File: config.mk
export PLATFORM = sky130hd
export DESIGN_NAME = pipe_add_sub
export DESIGN_NICKNAME = d
export VERILOG_FILES = /design/src/rtl/pipe_add_sub.sv
export SDC_FILE = /design/constraint.sdc
export NUM_CORES = 1
export LEC_CHECK = 0
export ABC_CLOCK_PERIOD_IN_PS = 4400
export CORE_MARGIN = 2
export CORE_UTILIZATION = 55
export CTS_CLUSTER_DIAMETER = 120
export CTS_CLUSTER_SIZE = 10
export DETAILED_ROUTE_END_ITERATION = 8
export MAX_ROUTING_LAYER = met4
export PLACE_DENSITY_LB_ADDON = 0.05
export SLEW_MARGIN = 20
export SYNTH_ARGS = -nofsm -noshare
export SYNTH_HDL_FRONTEND = slang
export SYNTH_SLANG_ARGS = --single-unit
File: constraint.sdc
create_clock -name clk -period 4.4 [get_ports clk]
set_clock_uncertainty 0.1 [all_clocks]
set_input_delay 0.66 -clock clk [delete_from_list [all_inputs] [get_ports clk]]
set_output_delay 0.66 -clock clk [all_outputs]
set_load 0.01 [all_outputs]
File: src/rtl/pipe_add_sub.sv
// Pipelined adder/subtractor. The carry chain is cut into STAGES registered
// segments of CHUNK bits each. A single global advance moves every stage at
// once, so a stall at the output freezes the whole pipeline and bubbles are
// never squeezed out. Subtraction is performed as a + ~b + 1: the operand is
// inverted once at entry and the stage-0 carry-in is the sub bit.
module pipe_add_sub #(
  parameter int ADDER_SIZE = 32,
  parameter int STAGES     = 4
) (
  input  logic                  clk,
  input  logic                  nReset,
  input  logic                  inValid,
  output logic                  inReady,
  input  logic [ADDER_SIZE-1:0] dIn0,
  input  logic [ADDER_SIZE-1:0] dIn1,
  input  logic                  sub,
  output logic                  outValid,
  input  logic                  outReady,
  output logic [ADDER_SIZE-1:0] dOut,
  output logic                  carry,
  output logic                  overflow,
  output logic                  zero,
  output logic                  negative
);

  localparam int CHUNK = ADDER_SIZE / STAGES;
  localparam int LAST  = STAGES - 1;
  localparam int MSB   = ADDER_SIZE - 1;

  // Per-stage registers: operands (b already inverted for sub), partial
  // result, carry out and valid.
  logic [ADDER_SIZE-1:0] a_q   [STAGES];
  logic [ADDER_SIZE-1:0] a_d   [STAGES];
  logic [ADDER_SIZE-1:0] b_q   [STAGES];
  logic [ADDER_SIZE-1:0] b_d   [STAGES];
  logic [ADDER_SIZE-1:0] res_q [STAGES];
  logic [ADDER_SIZE-1:0] res_d [STAGES];
  logic                  cy_q  [STAGES];
  logic                  cy_d  [STAGES];
  logic                  vld_q [STAGES];
  logic                  vld_d [STAGES];
  logic                  cmsb_q;
  logic                  cmsb_d;

  // Values feeding each stage: ports for stage 0, previous stage otherwise.
  logic [ADDER_SIZE-1:0] src_a   [STAGES];
  logic [ADDER_SIZE-1:0] src_b   [STAGES];
  logic [ADDER_SIZE-1:0] src_res [STAGES];
  logic                  src_c   [STAGES];
  logic                  src_v   [STAGES];

  logic advance;

  // Whole pipeline moves whenever the output slot is empty or being drained.
  always_comb begin
    advance = !vld_q[LAST] || outReady;
  end

  for (genvar k = 0; k < STAGES; k++) begin : g_stage
    logic [CHUNK:0]        sum;
    logic [ADDER_SIZE-1:0] res_new;
    logic [ADDER_SIZE-1:0] a_nxt;
    logic [ADDER_SIZE-1:0] b_nxt;
    logic [ADDER_SIZE-1:0] res_nxt;
    logic                  cy_nxt;
    logic                  vld_nxt;

    if (k == 0) begin : g_head
      assign src_a[k]   = dIn0;
      assign src_b[k]   = sub ? ~dIn1 : dIn1;
      assign src_res[k] = '0;
      assign src_c[k]   = sub;
      assign src_v[k]   = inValid;
    end else begin : g_body
      assign src_a[k]   = a_q[k-1];
      assign src_b[k]   = b_q[k-1];
      assign src_res[k] = res_q[k-1];
      assign src_c[k]   = cy_q[k-1];
      assign src_v[k]   = vld_q[k-1];
    end

    // Add this stage's chunk and compute the stage's next register values.
    always_comb begin
      sum = {1'b0, src_a[k][k*CHUNK +: CHUNK]}
          + {1'b0, src_b[k][k*CHUNK +: CHUNK]}
          + {{CHUNK{1'b0}}, src_c[k]};
      res_new = src_res[k];
      res_new[k*CHUNK +: CHUNK] = sum[CHUNK-1:0];
      a_nxt   = advance ? src_a[k] : a_q[k];
      b_nxt   = advance ? src_b[k] : b_q[k];
      res_nxt = advance ? res_new  : res_q[k];
      cy_nxt  = advance ? sum[CHUNK] : cy_q[k];
      vld_nxt = advance ? src_v[k] : vld_q[k];
    end

    assign a_d[k]   = a_nxt;
    assign b_d[k]   = b_nxt;
    assign res_d[k] = res_nxt;
    assign cy_d[k]  = cy_nxt;
    assign vld_d[k] = vld_nxt;

    // The MSB sum bit is a ^ b ^ cin, so the carry into the MSB is recovered
    // from the sum bit without a separate adder.
    if (k == LAST) begin : g_tail
      assign cmsb_d = advance ? (src_a[k][MSB] ^ src_b[k][MSB] ^ sum[CHUNK-1])
                              : cmsb_q;
    end
  end

  // The last stage's operand copies have no consumer.
  logic unused_tail;
  assign unused_tail = ^{a_q[LAST], b_q[LAST]};

  // Pipeline registers; reset clears data and valid so nothing in flight survives.
  always_ff @(posedge clk or negedge nReset) begin
    if (!nReset) begin
      for (int k = 0; k < STAGES; k++) begin
        a_q[k]   <= '0;
        b_q[k]   <= '0;
        res_q[k] <= '0;
        cy_q[k]  <= 1'b0;
        vld_q[k] <= 1'b0;
      end
      cmsb_q <= 1'b0;
    end else begin
      for (int k = 0; k < STAGES; k++) begin
        a_q[k]   <= a_d[k];
        b_q[k]   <= b_d[k];
        res_q[k] <= res_d[k];
        cy_q[k]  <= cy_d[k];
        vld_q[k] <= vld_d[k];
      end
      cmsb_q <= cmsb_d;
    end
  end

  // Outputs and flags straight from the final-stage registers.
  always_comb begin
    inReady  = advance;
    outValid = vld_q[LAST];
    dOut     = res_q[LAST];
    carry    = cy_q[LAST];
    overflow = cy_q[LAST] ^ cmsb_q;
    zero     = (res_q[LAST] == '0);
    negative = res_q[LAST][MSB];
  end

endmodule
==> impl_results.md, run 1 <==
- Routed Wire Length: 16.4 mm
- Ys flop type: dfrtp_1
- Post-Syn Area: 8380 sq um
- R2r startpoint: a_q[80]$_DFFE_PN0P_
- FP Rows: 45
- TritonCTS buffer count: 17
- Post-CTS setup buffers: 0
- GRT overflow: 0
- Footprint of the multi-input gates: 3500 sq um
- R2R Setup Slk: 1.95 ns
- Fmax: 0.319 GHz
- Initial Util: 55.7%
- Lkg Pwr: 4.91 nW
- DR pass1 iterations: 4
- Register bit count reported by yosys: 185
- DP Wirelength: 10.6 mm
- Power per Cell Area: 706 nW/um^2
- Port bufs: 106
- Share of layout cells above drive strength 1: 4.02%
- Sequential Area: 4630 sq um
- Total GRT Usage: 22.3%
- Area Growth Syn to Fin: 21.3%
- WL per Instance: 13.6 microns
- Min Tclk post-route: 3.13 ns
- Setup TNS: 0 ns
- CTS root buffer: clkbuf_16
- CTS tree: built
- Post-synth EDFFs: 0
- Yosys top cell by area: dfrtp_1
- Synth cell types: 36
- Die area: 16200 sq um
- Vias in the first global route: 5868
- Max-cap violations: 0
- Skew-Pair Late Insertion Delay: 0.43 ns
- Diode count: 0
- Die span in y: 127 microns
- Via Count: 6123
- Share of flip-flops with an asynchronous set or reset: 100%
- Clock buffer depth: 2
- Die Wd: 127 microns
- CP Data Arrival Time: 2.37 ns
- Most frequent cell after synthesis: nand2_1
- Worst VDD drop: 1070 uV
- Via density: 5.07
- DRC errors left: 0
- H-tree depth: 4
- First-pass GRT wire length: 28.0 mm
- Non-Filler Instances: 1208
- Syn_area_per_cell: 9.08 sq um
- Filler instances: 1289
- R2R Path End: g_stage[3].res_new[22]$_DFFE_PN0P_
- Worst-Margin Slew: 0.835 ns
- Final Max Tran Viols: 0
- CP endpoint kind: output pin
- CP max FO: 3
- Core box area: 15000 sq um
- Slew headroom: 44.4%
- Period utilization: 71.2%
- Status: complete, no violations
- Largest net degree at the start of global routing: 215
- Worst reg2reg path depth: 7
- Initial antenna violation count: 0
- Dpl cells: 1177
- WS Path Type: register to output pin
- Clock sinks: 185
- 1st-iter DRT viols: 463
- Register area share after synthesis: 55.3%
- CTS clock-pin slew for the worst setup and hold paths: 0.06 ns
- Hold Path Class: input port to async pin
- Unrepaired setup endpoints after global routing: false
- Final hold slack: 0.129 ns
- Cells after synthesis: 923
- Critical Path RT: 3.64 ns
- Synth top area share: 55.3%
- Synth cell count leaders: nand2_1, dfrtp_1, o21ai_0
- Final Setup Violations: 0
- Synth area leaders: dfrtp_1, nand2_1, ha_1
- Hold Buf Count CTS: 0
- Synth warn: 0
- Syn nets: 1027
- Layout Nets: 1112
- Final Hold Viols: 0
- Worst Setup Start Kind: register
- Number of placed I/O pins: 107
- Post-CTS Resized: 0
- GP Congestion: 0.821
- Routed Antenna Nets: 0
-- cell families (layout without fill, tap and decap cells) --
kind of cell | after synthesis | after routing | share of synthesized area, %
buffers and inverters | 57 | 154 | 2.99
adders and majority gates | 35 | 35 | 5.86
muxes | 1 | 1 | 0.134
DFF | 185 | 185 | 55.3
xor gates and xnor gates | 47 | 47 | 4.91
AOI/OAI and AO/OA | 120 | 120 | 8.48
and+or+nand+nor | 478 | 478 | 22.4
-- where the power goes --
group          leakage (nW)  internal (mW)  switching, mW  total, mW
Combinational          2.38           1.22           1.43       2.65
Sequential             2.23           2.46          0.473       2.93
Clock                 0.300          0.968          0.615       1.58
-- layer usage --
layer | GRT usage [%] | vias up | wire length, microns | share of wire (%)
met5 | - | - | 0 | 0
met4 | 5.82 | 0 | 178 | 1.1
met3 | 5.44 | 13 | 633 | 3.9
met2 | 33.4 | 98 | 7610 | 46
met1 | 30.9 | 2873 | 7950 | 49
li1 | - | 3139 | - | -
-- registers in the layout, indices dropped and copies added (netlist names) --
| signal | count |
|---|---|
| cmsb_q | 1 |
| g_stage.res_new | 48 |
| carry | 1 |
| outValid | 1 |
| b_q | 48 |
| cy_q | 3 |
| src_v | 3 |
| a_q | 48 |
| dOut | 32 |
-- worst max-delay path, stage by stage (launching register included) --
cell and delay, ns:
dfrtp_1 0.40, nor4_1 0.67, nand4_1 0.17, nor2_1 0.16, clkdlybuf4s50_1 0.55
-- worst max-delay path by stage --
stage	endpoint	cells past startpoint	slack, ns	from
2_1_floorplan	g_stage[1].res_new[6]$_DFFE_PN0P_	9	1.81	sub
3_3_place_gp	inReady	4	1.40	outReady
3_5_place_dp	inReady	4	1.40	outReady
4_1_cts	zero	4	1.25	dOut[25]$_DFFE_PN0P_
5_1_grt	zero	4	1.19	dOut[25]$_DFFE_PN0P_
6_report	zero	4	1.27	dOut[25]$_DFFE_PN0P_
-- cell usage in the layout (no fill, tap or decap), types with 5 or more instances in the layout --
master / instances
a21oi_1: 19
xor2_1: 20
o21a_1: 6
xnor2_1: 27
fa_1: 7
o21ai_0: 56
clkbuf_8: 5
nor3_1: 11
clkdlybuf4s50_1: 104
nor4_1: 8
a31oi_1: 6
inv_1: 10
a21o_1: 8
dfrtp_1: 185
ha_1: 28
nand2_1: 424
a211oi_1: 9
clkbuf_16: 17
nor2_1: 20
-- final cells by class --
cell class	instances	share of cell area [%]
flip-flops and latches	185	45.6
multi-input cells	681	34.5
repair buffers	112	11.1
clock buffers	25	4.98
well taps	188	2.32
clock inverters	6	1.10
inverters	11	0.431
-- metrics by stage --
step                      util (%)  cell area (sq um)  total power, mW  worst slack (ns)
final                         67.6              10200             7.17              1.27
after floorplan                  -               8380             4.73              1.81
after global placement        63.5               9540             5.56              1.40
after detailed placement      63.5               9540             5.64              1.40
after global routing          67.6              10200             7.76              1.19
after CTS                     67.6              10200             7.26              1.25
Power figures use the tool's default switching activity.
==> inputs of run 2 (changes only) <==
--- a/config.mk
+++ b/config.mk
@@ -5,9 +5,9 @@
 export SDC_FILE = /design/constraint.sdc
 export NUM_CORES = 1
 export LEC_CHECK = 0
-export ABC_CLOCK_PERIOD_IN_PS = 4400
+export ABC_CLOCK_PERIOD_IN_PS = 2700
 export CORE_MARGIN = 2
-export CORE_UTILIZATION = 55
+export CORE_UTILIZATION = 50
 export CTS_CLUSTER_DIAMETER = 120
 export CTS_CLUSTER_SIZE = 10
 export DETAILED_ROUTE_END_ITERATION = 8
==> constraint.sdc (replaced) <==
create_clock -name clk -period 2.7 [get_ports clk]
set_clock_uncertainty 0.1 [all_clocks]
set_input_delay 0.405 -clock clk [delete_from_list [all_inputs] [get_ports clk]]
set_output_delay 0.405 -clock clk [all_outputs]
set_load 0.01 [all_outputs]
==> run 2 against run 1 <==
Against the previous run:
- non-clock buffer count increased by 7
- worst setup slack got worse by 1.1 ns
- utilization decreased by 5.3 points
- via count about the same
- clock power increased by 49%
- global-route usage decreased by 1.8 points
- total power increased by 61%
- final cell count increased by 3.3%
- register-to-register slack got worse by 1.7 ns
- sequential share of layout area decreased by 0.40 points
- wire length increased by 0.54%
- cell area increased by 0.89%
- critical path type unchanged
==> impl_results.md, run 2 (synthesis results as in run 1) <==
- DRC errors left: 0
- Period utilization: 94.9%
- Max-cap violations: 0
- Routed Wire Length: 16.5 mm
- TritonCTS buffer count: 17
- Diode count: 0
- Power per Cell Area: 1120 nW/um^2
- Setup WS post-layout: 0.138 ns
- Final Hold Viols: 0
- Via density: 4.91
- Unrepaired setup endpoints after global routing: false
- Port bufs: 106
- CTS tree: built
- Setup TNS: 0 ns
- Total GRT Usage: 20.5%
- Critical path's slowest cell: clkdlybuf4s50_1
- Grt met2 use: 30.6%
- Post-DP Area: 9650 sq um
- CP max FO: 3
- Util after Layout: 62.2%
- Initial Util: 50.9%
- DP Wirelength: 10.8 mm
- Worst reg2reg path depth: 7
- H-tree depth: 4
- R2R Setup Slk: 0.28 ns
- Clock buffer depth: 2
- Layout Nets: 1119
- Initial antenna violation count: 0
- First-pass GRT wire length: 28.6 mm
- CTS root buffer: clkbuf_16
- Slew headroom: 55.3%
- WL per Instance: 13.2 microns
- Min Tclk post-route: 2.56 ns
- FP Rows: 47
- Via Count: 6124
- Met1 Track Usage GR: 29.0%
- Crit path to: zero
- Routed Antenna Nets: 0
- WS Path Type: register to output pin
- Commonest cells after routing, fill and taps aside: nand2_1, dfrtp_1, clkdlybuf4s50_1
- Worst VDD drop: 570 uV
- Non-Filler Instances: 1248
- Dpl cells: 1215
- Overall Power: 11.5 mW
- Largest net degree at the start of global routing: 158
- CP endpoint kind: output pin
- Lkg Pwr: 4.93 nW
- CTS clock-pin slew for the worst setup and hold paths: 0.07 ns
- Final Max Tran Viols: 0
- Share of layout cells above drive strength 1: 5.25%
- GRT overflow: 0
- DR pass1 iterations: 4
- Critical Path RT: 2.19 ns
- Vias in the first global route: 5890
- Final hold slack: 0.366 ns
- 1st-iter DRT viols: 319
- Met3 GRT Util: 3.58%
- Number of placed I/O pins: 107
- Dpl ws: 0.0684 ns
- Final Cell Area: 10200 sq um
- Most common cell after layout, fill and taps aside: nand2_1
- CP startpoint: dOut[25]$_DFFE_PN0P_
- CP Data Arrival Time: 2.06 ns
- GP Congestion: 0.779
- Area Growth Syn to Fin: 22.3%
- Skew-Pair Late Insertion Delay: 0.43 ns
- Final Setup Violations: 0
- Fmax: 0.390 GHz
- Die Wd: 133 microns
- Status: complete, no violations
- Hold Path Class: register to register
- Die area: 17800 sq um
- R2R Path End: g_stage[3].res_new[22]$_DFFE_PN0P_
- GRT busiest layer: met2
- Worst Setup Start Kind: register
- Critical path cell sequence: nor4_2 -> buf_4 -> nand4_1 -> nor2_1 -> clkdlybuf4s50_1
- Worst-Margin Slew: 0.670 ns
- Clock sinks: 185
- Max incr delay on CP: 0.54 ns
- R2r startpoint: a_q[80]$_DFFE_PN0P_
- Die span in y: 133 microns
- Core box area: 16500 sq um
run 2: worst max-delay path: cells and delay by family (launching register included):
| family | cells | cell delay (ns) |
|---|---|---|
| buffers and inverters | 2 | 0.71 |
| DFF | 1 | 0.41 |
| and+or+nand+nor | 3 | 0.51 |
run 2: layer usage:
layer	share of wire, %	up-vias
li1	-	3156
met1	50	2852
met2	46	100
met3	2.9	16
met4	1.2	0
met5	0	-
run 2: area by class of cell:
type | instances | area, sq um
clock buffer | 19 | 453
tap | 220 | 275
timing repair buffer | 119 | 1210
multi-input combinational | 681 | 3520
sequential | 185 | 4630
fill | 1455 | 6220
clock inverter | 13 | 113
inverter | 11 | 43.8
run 2: worst min path at each step:
stage / from / end / slack (ns) / cells after the start
after floorplan: nReset / a_q[104]$_DFFE_PN0P_ / 0.009 / 0
after global routing: g_stage[2].res_new[9]$_DFFE_PN0P_ / g_stage[2].res_new[9]$_DFFE_PN0P_ / 0.38 / 2
after detailed placement: src_v[0]$_DFFE_PN0P_ / src_v[0]$_DFFE_PN0P_ / 0.35 / 2
after CTS: src_v[0]$_DFFE_PN0P_ / src_v[0]$_DFFE_PN0P_ / 0.37 / 2
after global placement: a_q[121]$_DFFE_PN0P_ / a_q[121]$_DFFE_PN0P_ / 0.35 / 2
final: g_stage[3].res_new[7]$_DFFE_PN0P_ / g_stage[3].res_new[7]$_DFFE_PN0P_ / 0.37 / 2
run 2: repair_timing:
| item | 4_1_cts | 5_1_grt |
|---|---|---|
| resized for setup | 1 | 2 |
| setup endpoints to repair | 1 | 1 |
| cloned | 0 | 0 |
| hold endpoints to repair | 75 | 0 |
| hold buffers | 1 | 0 |
| setup buffers | 0 | 0 |
run 2: power by group:
group	internal (mW)	switching (mW)	total (mW)
Combinational	2.04	2.34	4.38
Sequential	4.01	0.776	4.79
Clock	1.25	1.10	2.36
